`src/rtl/pipe_ctrl_pkg.sv`:
```
// Shared types and constants for the five-stage pipeline controller.
package pipe_pkg;

    typedef enum logic [1:0] {
        IDLE  = 2'b00,
        RUN   = 2'b01,
        DRAIN = 2'b10,
        DONE  = 2'b11
    } pipe_state_t;

    localparam int ST_IF      = 0;
    localparam int ST_ID      = 1;
    localparam int ST_EX      = 2;
    localparam int ST_MEM     = 3;
    localparam int ST_WB      = 4;
    localparam int NUM_STAGES = 5;

    // Stall counter sticks at all-ones instead of wrapping.
    function automatic logic [15:0] sat_inc16(input logic [15:0] v);
        if (v == 16'hFFFF) begin
            return v;
        end else begin
            return v + 16'd1;
        end
    endfunction

endpackage

```
`src/rtl/pipe_ctrl_if.sv`:
```
// Control/status bundle between the pipeline datapath (master) and pipe_ctrl (slave).
interface pipe_ctrl_if #(
    parameter int REG_AW = 5,
    parameter int CNT_W  = 32
);
    import pipe_pkg::*;

    logic                  valid;
    logic                  opr_finished;
    logic [REG_AW-1:0]     id_rs;
    logic [REG_AW-1:0]     id_rt;
    logic                  ex_mem_read;
    logic [REG_AW-1:0]     ex_rt;
    logic                  ex_branch_taken;
    logic [NUM_STAGES-1:0] stage_en;
    logic                  flush_ifid;
    logic                  flush_idex;
    logic                  hazard;
    logic                  busy;
    logic                  done;
    logic [CNT_W-1:0]      cycle_cnt;
    logic [15:0]           stall_cnt;

    modport master (
        output valid, opr_finished, id_rs, id_rt, ex_mem_read, ex_rt, ex_branch_taken,
        input  stage_en, flush_ifid, flush_idex, hazard, busy, done, cycle_cnt, stall_cnt
    );

    modport slave (
        input  valid, opr_finished, id_rs, id_rt, ex_mem_read, ex_rt, ex_branch_taken,
        output stage_en, flush_ifid, flush_idex, hazard, busy, done, cycle_cnt, stall_cnt
    );

endinterface

```
`src/rtl/pipe_ctrl_hazard.sv`:
```
// Combinational hazard detection: load-use between EX and ID, and taken branch in EX.
module hazard_unit
    import pipe_pkg::*;
#(
    parameter int REG_AW = 5
) (
    input  logic              vld_id,
    input  logic              vld_ex,
    input  logic [REG_AW-1:0] id_rs,
    input  logic [REG_AW-1:0] id_rt,
    input  logic              ex_mem_read,
    input  logic [REG_AW-1:0] ex_rt,
    input  logic              ex_branch_taken,
    output logic              ld_use,
    output logic              br
);

    // Register 0 is never a real dependency, so a load to it cannot stall.
    always_comb begin
        ld_use = 1'b0;
        br     = 1'b0;
        if (vld_id && vld_ex && ex_mem_read && (ex_rt != {REG_AW{1'b0}}) &&
            ((ex_rt == id_rs) || (ex_rt == id_rt))) begin
            ld_use = 1'b1;
        end else begin
            ld_use = 1'b0;
        end
        br = vld_ex & ex_branch_taken;
    end

endmodule

```
`src/rtl/pipe_ctrl.sv`:
```
// Pipeline operation controller: sequences IF..WB from start to drain, tracks
// per-stage validity and resolves load-use stalls and taken-branch flushes.
module pipe_ctrl
    import pipe_pkg::*;
#(
    parameter int REG_AW = 5,
    parameter int CNT_W  = 32
) (
    input  logic       clk,
    input  logic       reset,
    pipe_ctrl_if.slave bus
);

    pipe_state_t             state_q;
    pipe_state_t             state_d;
    logic [NUM_STAGES-1:1]   vld_q;
    logic [NUM_STAGES-1:1]   vld_d;
    logic [NUM_STAGES-1:0]   vld_s;
    logic [NUM_STAGES-1:0]   stage_en_s;
    logic [CNT_W-1:0]        cycle_cnt_q;
    logic [CNT_W-1:0]        cycle_cnt_d;
    logic [15:0]             stall_cnt_q;
    logic [15:0]             stall_cnt_d;
    logic                    ld_use_s;
    logic                    br_s;
    logic                    hazard_s;
    logic                    busy_s;
    logic                    start_s;

    // IF validity is not stored: a fetch happens on every RUN cycle.
    assign vld_s    = {vld_q, (state_q == RUN)};
    assign hazard_s = ld_use_s & ~br_s;
    assign busy_s   = (state_q == RUN) || (state_q == DRAIN);

    hazard_unit #(.REG_AW(REG_AW)) u_hazard (
        .vld_id          (vld_s[ST_ID]),
        .vld_ex          (vld_s[ST_EX]),
        .id_rs           (bus.id_rs),
        .id_rt           (bus.id_rt),
        .ex_mem_read     (bus.ex_mem_read),
        .ex_rt           (bus.ex_rt),
        .ex_branch_taken (bus.ex_branch_taken),
        .ld_use          (ld_use_s),
        .br              (br_s)
    );

    // Stage enables and validity advance; a branch squashes ID/EX, a stall holds ID and bubbles EX.
    always_comb begin
        stage_en_s        = vld_s;
        stage_en_s[ST_IF] = vld_s[ST_IF] & ~hazard_s;
        stage_en_s[ST_ID] = vld_s[ST_ID] & ~hazard_s;
        vld_d             = vld_q;
        vld_d[ST_MEM]     = vld_s[ST_EX];
        vld_d[ST_WB]      = vld_s[ST_MEM];
        if (br_s) begin
            vld_d[ST_ID] = 1'b0;
            vld_d[ST_EX] = 1'b0;
        end else if (hazard_s) begin
            vld_d[ST_ID] = vld_s[ST_ID];
            vld_d[ST_EX] = 1'b0;
        end else begin
            vld_d[ST_ID] = vld_s[ST_IF];
            vld_d[ST_EX] = vld_s[ST_ID];
        end
    end

    // Sequencing; a stalled cycle leaves opr_finished pending so the fetch unit re-presents it.
    always_comb begin
        state_d = state_q;
        start_s = 1'b0;
        case (state_q)
            IDLE: begin
                if (bus.valid) begin
                    state_d = RUN;
                    start_s = 1'b1;
                end else begin
                    state_d = IDLE;
                end
            end
            RUN: begin
                if (bus.opr_finished && !hazard_s) begin
                    state_d = DRAIN;
                end else begin
                    state_d = RUN;
                end
            end
            DRAIN: begin
                if (vld_d == {(NUM_STAGES-1){1'b0}}) begin
                    state_d = DONE;
                end else begin
                    state_d = DRAIN;
                end
            end
            DONE:    state_d = IDLE;
            default: state_d = IDLE;
        endcase
    end

    // Per-program statistics, cleared when a new program starts.
    always_comb begin
        cycle_cnt_d = cycle_cnt_q;
        stall_cnt_d = stall_cnt_q;
        if (start_s) begin
            cycle_cnt_d = {CNT_W{1'b0}};
            stall_cnt_d = 16'd0;
        end else begin
            if (busy_s) begin
                cycle_cnt_d = cycle_cnt_q + CNT_W'(1);
            end else begin
                cycle_cnt_d = cycle_cnt_q;
            end
            if (hazard_s) begin
                stall_cnt_d = sat_inc16(stall_cnt_q);
            end else begin
                stall_cnt_d = stall_cnt_q;
            end
        end
    end

    // State registers with synchronous reset.
    always_ff @(posedge clk) begin
        if (reset) begin
            state_q     <= IDLE;
            vld_q       <= {(NUM_STAGES-1){1'b0}};
            cycle_cnt_q <= {CNT_W{1'b0}};
            stall_cnt_q <= 16'd0;
        end else begin
            state_q     <= state_d;
            vld_q       <= vld_d;
            cycle_cnt_q <= cycle_cnt_d;
            stall_cnt_q <= stall_cnt_d;
        end
    end

    assign bus.stage_en   = stage_en_s;
    assign bus.flush_ifid = br_s;
    assign bus.flush_idex = ld_use_s | br_s;
    assign bus.hazard     = hazard_s;
    assign bus.busy       = busy_s;
    assign bus.done       = (state_q == DONE);
    assign bus.cycle_cnt  = cycle_cnt_q;
    assign bus.stall_cnt  = stall_cnt_q;

endmodule

```
`src/flat_wrapper.sv`:
```
// flat-port wrapper written by rule: the top's interface ports become plain ports
module pipe_ctrl_flat import pipe_pkg::*;
#(
    parameter int REG_AW = 5,
    parameter int CNT_W  = 32
)
  (clk, reset, bus_valid, bus_opr_finished, bus_id_rs, bus_id_rt, bus_ex_mem_read, bus_ex_rt, bus_ex_branch_taken, bus_stage_en, bus_flush_ifid, bus_flush_idex, bus_hazard, bus_busy, bus_done, bus_cycle_cnt, bus_stall_cnt);
  pipe_ctrl_if #(.REG_AW(REG_AW), .CNT_W(CNT_W)) bus_i ();
  input  logic clk;
  input  logic reset;
  input wire logic [$bits(bus_i.valid)-1:0] bus_valid;
  input wire logic [$bits(bus_i.opr_finished)-1:0] bus_opr_finished;
  input wire logic [$bits(bus_i.id_rs)-1:0] bus_id_rs;
  input wire logic [$bits(bus_i.id_rt)-1:0] bus_id_rt;
  input wire logic [$bits(bus_i.ex_mem_read)-1:0] bus_ex_mem_read;
  input wire logic [$bits(bus_i.ex_rt)-1:0] bus_ex_rt;
  input wire logic [$bits(bus_i.ex_branch_taken)-1:0] bus_ex_branch_taken;
  output wire logic [$bits(bus_i.stage_en)-1:0] bus_stage_en;
  output wire logic [$bits(bus_i.flush_ifid)-1:0] bus_flush_ifid;
  output wire logic [$bits(bus_i.flush_idex)-1:0] bus_flush_idex;
  output wire logic [$bits(bus_i.hazard)-1:0] bus_hazard;
  output wire logic [$bits(bus_i.busy)-1:0] bus_busy;
  output wire logic [$bits(bus_i.done)-1:0] bus_done;
  output wire logic [$bits(bus_i.cycle_cnt)-1:0] bus_cycle_cnt;
  output wire logic [$bits(bus_i.stall_cnt)-1:0] bus_stall_cnt;
  assign bus_i.valid = bus_valid;
  assign bus_i.opr_finished = bus_opr_finished;
  assign bus_i.id_rs = bus_id_rs;
  assign bus_i.id_rt = bus_id_rt;
  assign bus_i.ex_mem_read = bus_ex_mem_read;
  assign bus_i.ex_rt = bus_ex_rt;
  assign bus_i.ex_branch_taken = bus_ex_branch_taken;
  assign bus_stage_en = bus_i.stage_en;
  assign bus_flush_ifid = bus_i.flush_ifid;
  assign bus_flush_idex = bus_i.flush_idex;
  assign bus_hazard = bus_i.hazard;
  assign bus_busy = bus_i.busy;
  assign bus_done = bus_i.done;
  assign bus_cycle_cnt = bus_i.cycle_cnt;
  assign bus_stall_cnt = bus_i.stall_cnt;
  pipe_ctrl #(.REG_AW(REG_AW), .CNT_W(CNT_W)) u_core (.clk(clk), .reset(reset), .bus(bus_i));
endmodule
```
`config.mk`:
```
export PLATFORM = sky130hd
export DESIGN_NAME = pipe_ctrl_flat
export DESIGN_NICKNAME = d
export VERILOG_FILES = /design/src/rtl/pipe_ctrl_pkg.sv /design/src/rtl/pipe_ctrl_if.sv /design/src/rtl/pipe_ctrl_hazard.sv /design/src/rtl/pipe_ctrl.sv /design/src/flat_wrapper.sv
export SDC_FILE = /design/constraint.sdc
export NUM_CORES = 1
export LEC_CHECK = 0
export ABC_CLOCK_PERIOD_IN_PS = 2400
export CORE_ASPECT_RATIO = 1.75
export CORE_MARGIN = 3
export CORE_UTILIZATION = 48
export DETAILED_ROUTE_END_ITERATION = 7
export GPL_ROUTABILITY_DRIVEN = 0
export PLACE_DENSITY = 0.82
export SETUP_SLACK_MARGIN = 0.2
export SLEW_MARGIN = 20
export SYNTH_ARGS = -nofsm -noshare
export SYNTH_HDL_FRONTEND = slang
export SYNTH_SLANG_ARGS = --single-unit
export TNS_END_PERCENT = 100
```
`constraint.sdc`:
```
create_clock -name clk -period 2.4 [get_ports clk]
set_input_delay 0.6 -clock clk [delete_from_list [all_inputs] [get_ports clk]]
set_output_delay 0.6 -clock clk [all_outputs]
set_load 0.01 [all_outputs]
```
==> impl_metrics.yaml <==
worst_setup_path:
  end_kind: "primary output"
  critPathLaunchType: "input port"
  arrival_ps: 1850
  crit_fanout: 4
  slowest_delay_ps: 250
  crit_chain: "dlygate4sd2_1 > xnor2_1 > nand3_1 > o22a_2 > nor3_4 > nor2b_2 > buf_2"
  critical_path_buf_inv_count: 2
  cp_top_family: "simple AND/OR/NAND/NOR gates"
  path_class: "input port to primary output"
  worstPathRequired_ps: 1800
  crit_path_top_delay_cell: "dlygate4sd2_1"
final_layout:
  multi_input_area_um2: 1742
  drive_gt1_frac: 0.1972
  nets: 459
  area_growth_pct: 47.52
  final_cells: 507
  seq_area_um2: 1085
  fillers: 442
  antennaDiodeCount: 0
  finish.utilization: 0.7323
  design_area_um2: 4090
clock_tree:
  cts.clk_slew.worst_paths_ps: 100
  cts_root_buf: "clkbuf_8"
  cts_sinks: 54
  cts_buffers: 5
  holdBufCountCts: 0
  max-clock-path-buffers: 2
  cts_tree: "done"
  h-tree-depth: 2
  worstSkewPairLatency_ps: 320
synth:
  syn_avg_cell_area_um2: 8.584
  ys_types: 43
  postSynthCellCount: 323
  synth_nets: 351
  ys_ff_latch: 54
  ys_warn_count: 0
  netlist_area_um2: 2773
  yosysSeqAreaShare: 0.3899
routing:
  first_iter_violations: 158
  antenna_left: 0
  vias: 2867
  first_pass_iters: 4
  vias_per_cell: 5.655
  wire_per_inst_um: 15.26
  drc: 0
  wirelength_um: 7735
hold_path:
  holdCritPathClass: "register to register"
sta:
  min_period_ps: 2446
  setup_ws_ps: -46.21
  fmax_ghz: 0.4088
  tightest_slew_ps: 396.7
  min_period_over_period: 1.019
  slew_headroom: 0.7319
  timing.final.hold_violations: 0
  slew_viol_final: 0
  rsz0062_at_grt: "yes"
  finalSetupViolations: 4
  fin_skew_ps: 9.785
placed_design:
  dp_hpwl_um: 5713
  io_buffers: 78
  dpl.cell_count: 492
  dpl_worst_slack_ps: -804.7
  placed_area_um2: 3874
power_and_ir_drop:
  power.leakage_nw: 1.494
  pwr_density_cell_nw_per_um2: 432.8
  irDropWorstVdd_v: 0.0004303
  power_mw: 1.770
global_route:
  grt_max_degree: 28
  grt_pass1_vias: 2814
  grt_pass1_wl_um: 12830
  track_usage: 0.2351
  antenna_found_initial: 0
  grt_overflow: 0
die:
  die_area_um2: 6760
  die_w_um: 63.45
  core-area_um2: 5585
  floorplan.initialDensity: 0.4964
  die_h_um: 106.5
  ios: 79
  rows: 36
flow_run:
  cap_violations: 0
status:
  violations: "negative setup slack"
  outcome: "finished, violations left"
==> registers in the layout (all words and copies together) (netlist names), named ones only <==
register	cells
u_core.bus.stall_cnt	16
u_core.state_q	1
u_core.bus.cycle_cnt	32
u_core.vld_q	4
==> cells in the final DEF, fill, tap and decap left out, types with 3 or more instances in the layout <==
| cell type | netlist | layout |
|---|---|---|
| clkdlybuf4s50_1 | 0 | 55 |
| dfxtp_1 | 54 | 51 |
| nor2_1 | 35 | 34 |
| buf_4 | 3 | 33 |
| nand2_1 | 30 | 28 |
| nand4_1 | 18 | 18 |
| xor2_1 | 16 | 16 |
| a21oi_1 | 17 | 16 |
| xnor2_1 | 20 | 12 |
| nand3_1 | 13 | 12 |
| or4_1 | 13 | 11 |
| inv_1 | 9 | 9 |
| o31ai_1 | 9 | 9 |
| xnor2_2 | 0 | 8 |
| and4_1 | 8 | 8 |
| and3_1 | 6 | 6 |
| or3_1 | 6 | 6 |
| nor3_1 | 7 | 6 |
| ha_1 | 7 | 6 |
| clkbuf_8 | 0 | 6 |
| buf_2 | 3 | 6 |
| o21ai_0 | 4 | 4 |
| clkdlybuf4s15_1 | 0 | 4 |
| buf_6 | 0 | 4 |
| mux2i_1 | 3 | 3 |
| nor4_1 | 3 | 3 |
| o211ai_1 | 3 | 3 |
| dfxtp_2 | 0 | 3 |
| clkbuf_2 | 0 | 3 |
| dlygate4sd2_1 | 0 | 3 |
==> cell type report <==
| type | count | share of cell area |
|---|---|---|
| multi-input cells | 248 | 0.4258 |
| inverters | 9 | 0.008259 |
| clock inverters | 1 | 0.007342 |
| clock buffers | 6 | 0.02019 |
| flip-flops and latches | 54 | 0.2652 |
| repair buffers | 113 | 0.2499 |
| well taps | 76 | 0.02325 |
==> worst paths after layout <==
check / startpoint / endpoint / slack (ps) / depth (start not counted)
worst max-delay path: bus_id_rt[4] / bus_stage_en[1] / -50 / 7
worst min-delay path: u_core.vld_q[3] / u_core.vld_q[4] / 490 / 1
worst max register to register: u_core.bus.stall_cnt[0] / u_core.bus.stall_cnt[4] / 360 / 7
worst min register to register: u_core.vld_q[3] / u_core.vld_q[4] / 490 / 1
==> cells by family (layout without fill, tap and decap cells) <==
logic type / after synthesis / count (layout) / synth area share
fa+ha+maj: 7 / 7 / 0.03159
flops: 54 / 54 / 0.3899
xor+xnor: 36 / 36 / 0.1137
mux: 3 / 3 / 0.01083
buf+inv: 21 / 129 / 0.03384
simple gates: 156 / 156 / 0.3114
compound gates: 46 / 46 / 0.1088
==> power by group <==
part,internal (mW),switching [mW],leakage [nW]
Combinational,0.109,0.109,1.00
Sequential,0.904,0.0101,0.437
Clock,0.334,0.304,0.0573
Total,1.35,0.424,1.49
==> what timing repair did <==
item / CTS / global route
gates resized for setup: 61 / 23
buffers inserted: 7 / 1
pin swaps: 17 / 16
setup endpoints to repair: 27 / 19
==> metrics by stage <==
step | hold WS (ps) | TNS [ps]
floorplan | 456.8 | 0
global placement | 479.4 | -6445
detailed placement | 476.3 | -7418
CTS | 492.3 | 0
global route | 518.2 | -504.0
finish | 492.7 | -132.8
==> layer usage <==
metal	track usage	vias to the layer above	part of all wire
met3	0.05285	22	0.056
met4	0.09583	0	0.035
met1	0.2430	1360	0.35
met5	0	-	0
met2	0.4435	98	0.56
li1	-	1387	-
==> synth_stat cells, drive strengths merged <==
cell	count	share of area
dfxtp	54	0.39
nor2	35	0.047
nand2	30	0.041
xnor2	20	0.063
nand4	19	0.045
a21oi	17	0.031
xor2	16	0.051
nand3	13	0.023
or4	13	0.035
inv	9	0.012
o31ai	9	0.024
and4	8	0.025
ha	7	0.032
nor3	7	0.013
and3	6	0.014
buf	6	0.014
clkbuf	6	0.0081
or3	6	0.014
nor4	5	0.016
o21ai	4	0.0072
mux2i	3	0.011
nand2b	3	0.0077
nor2b	3	0.0068
o211ai	3	0.0081
and2	2	0.0045
nand4b	2	0.0063
o21a	2	0.0054
o22ai	2	0.0045
o41ai	2	0.0063
or4b	2	0.0072
a21boi	1	0.0027
a21o	1	0.0027
a221oi	1	0.0032
nand3b	1	0.0027
nor4bb	1	0.0036
o2111a	1	0.0041
o2111ai	1	0.0032
o22a	1	0.0032
o31a	1	0.0032
No activity file was read; power rests on OpenSTA's default activity.
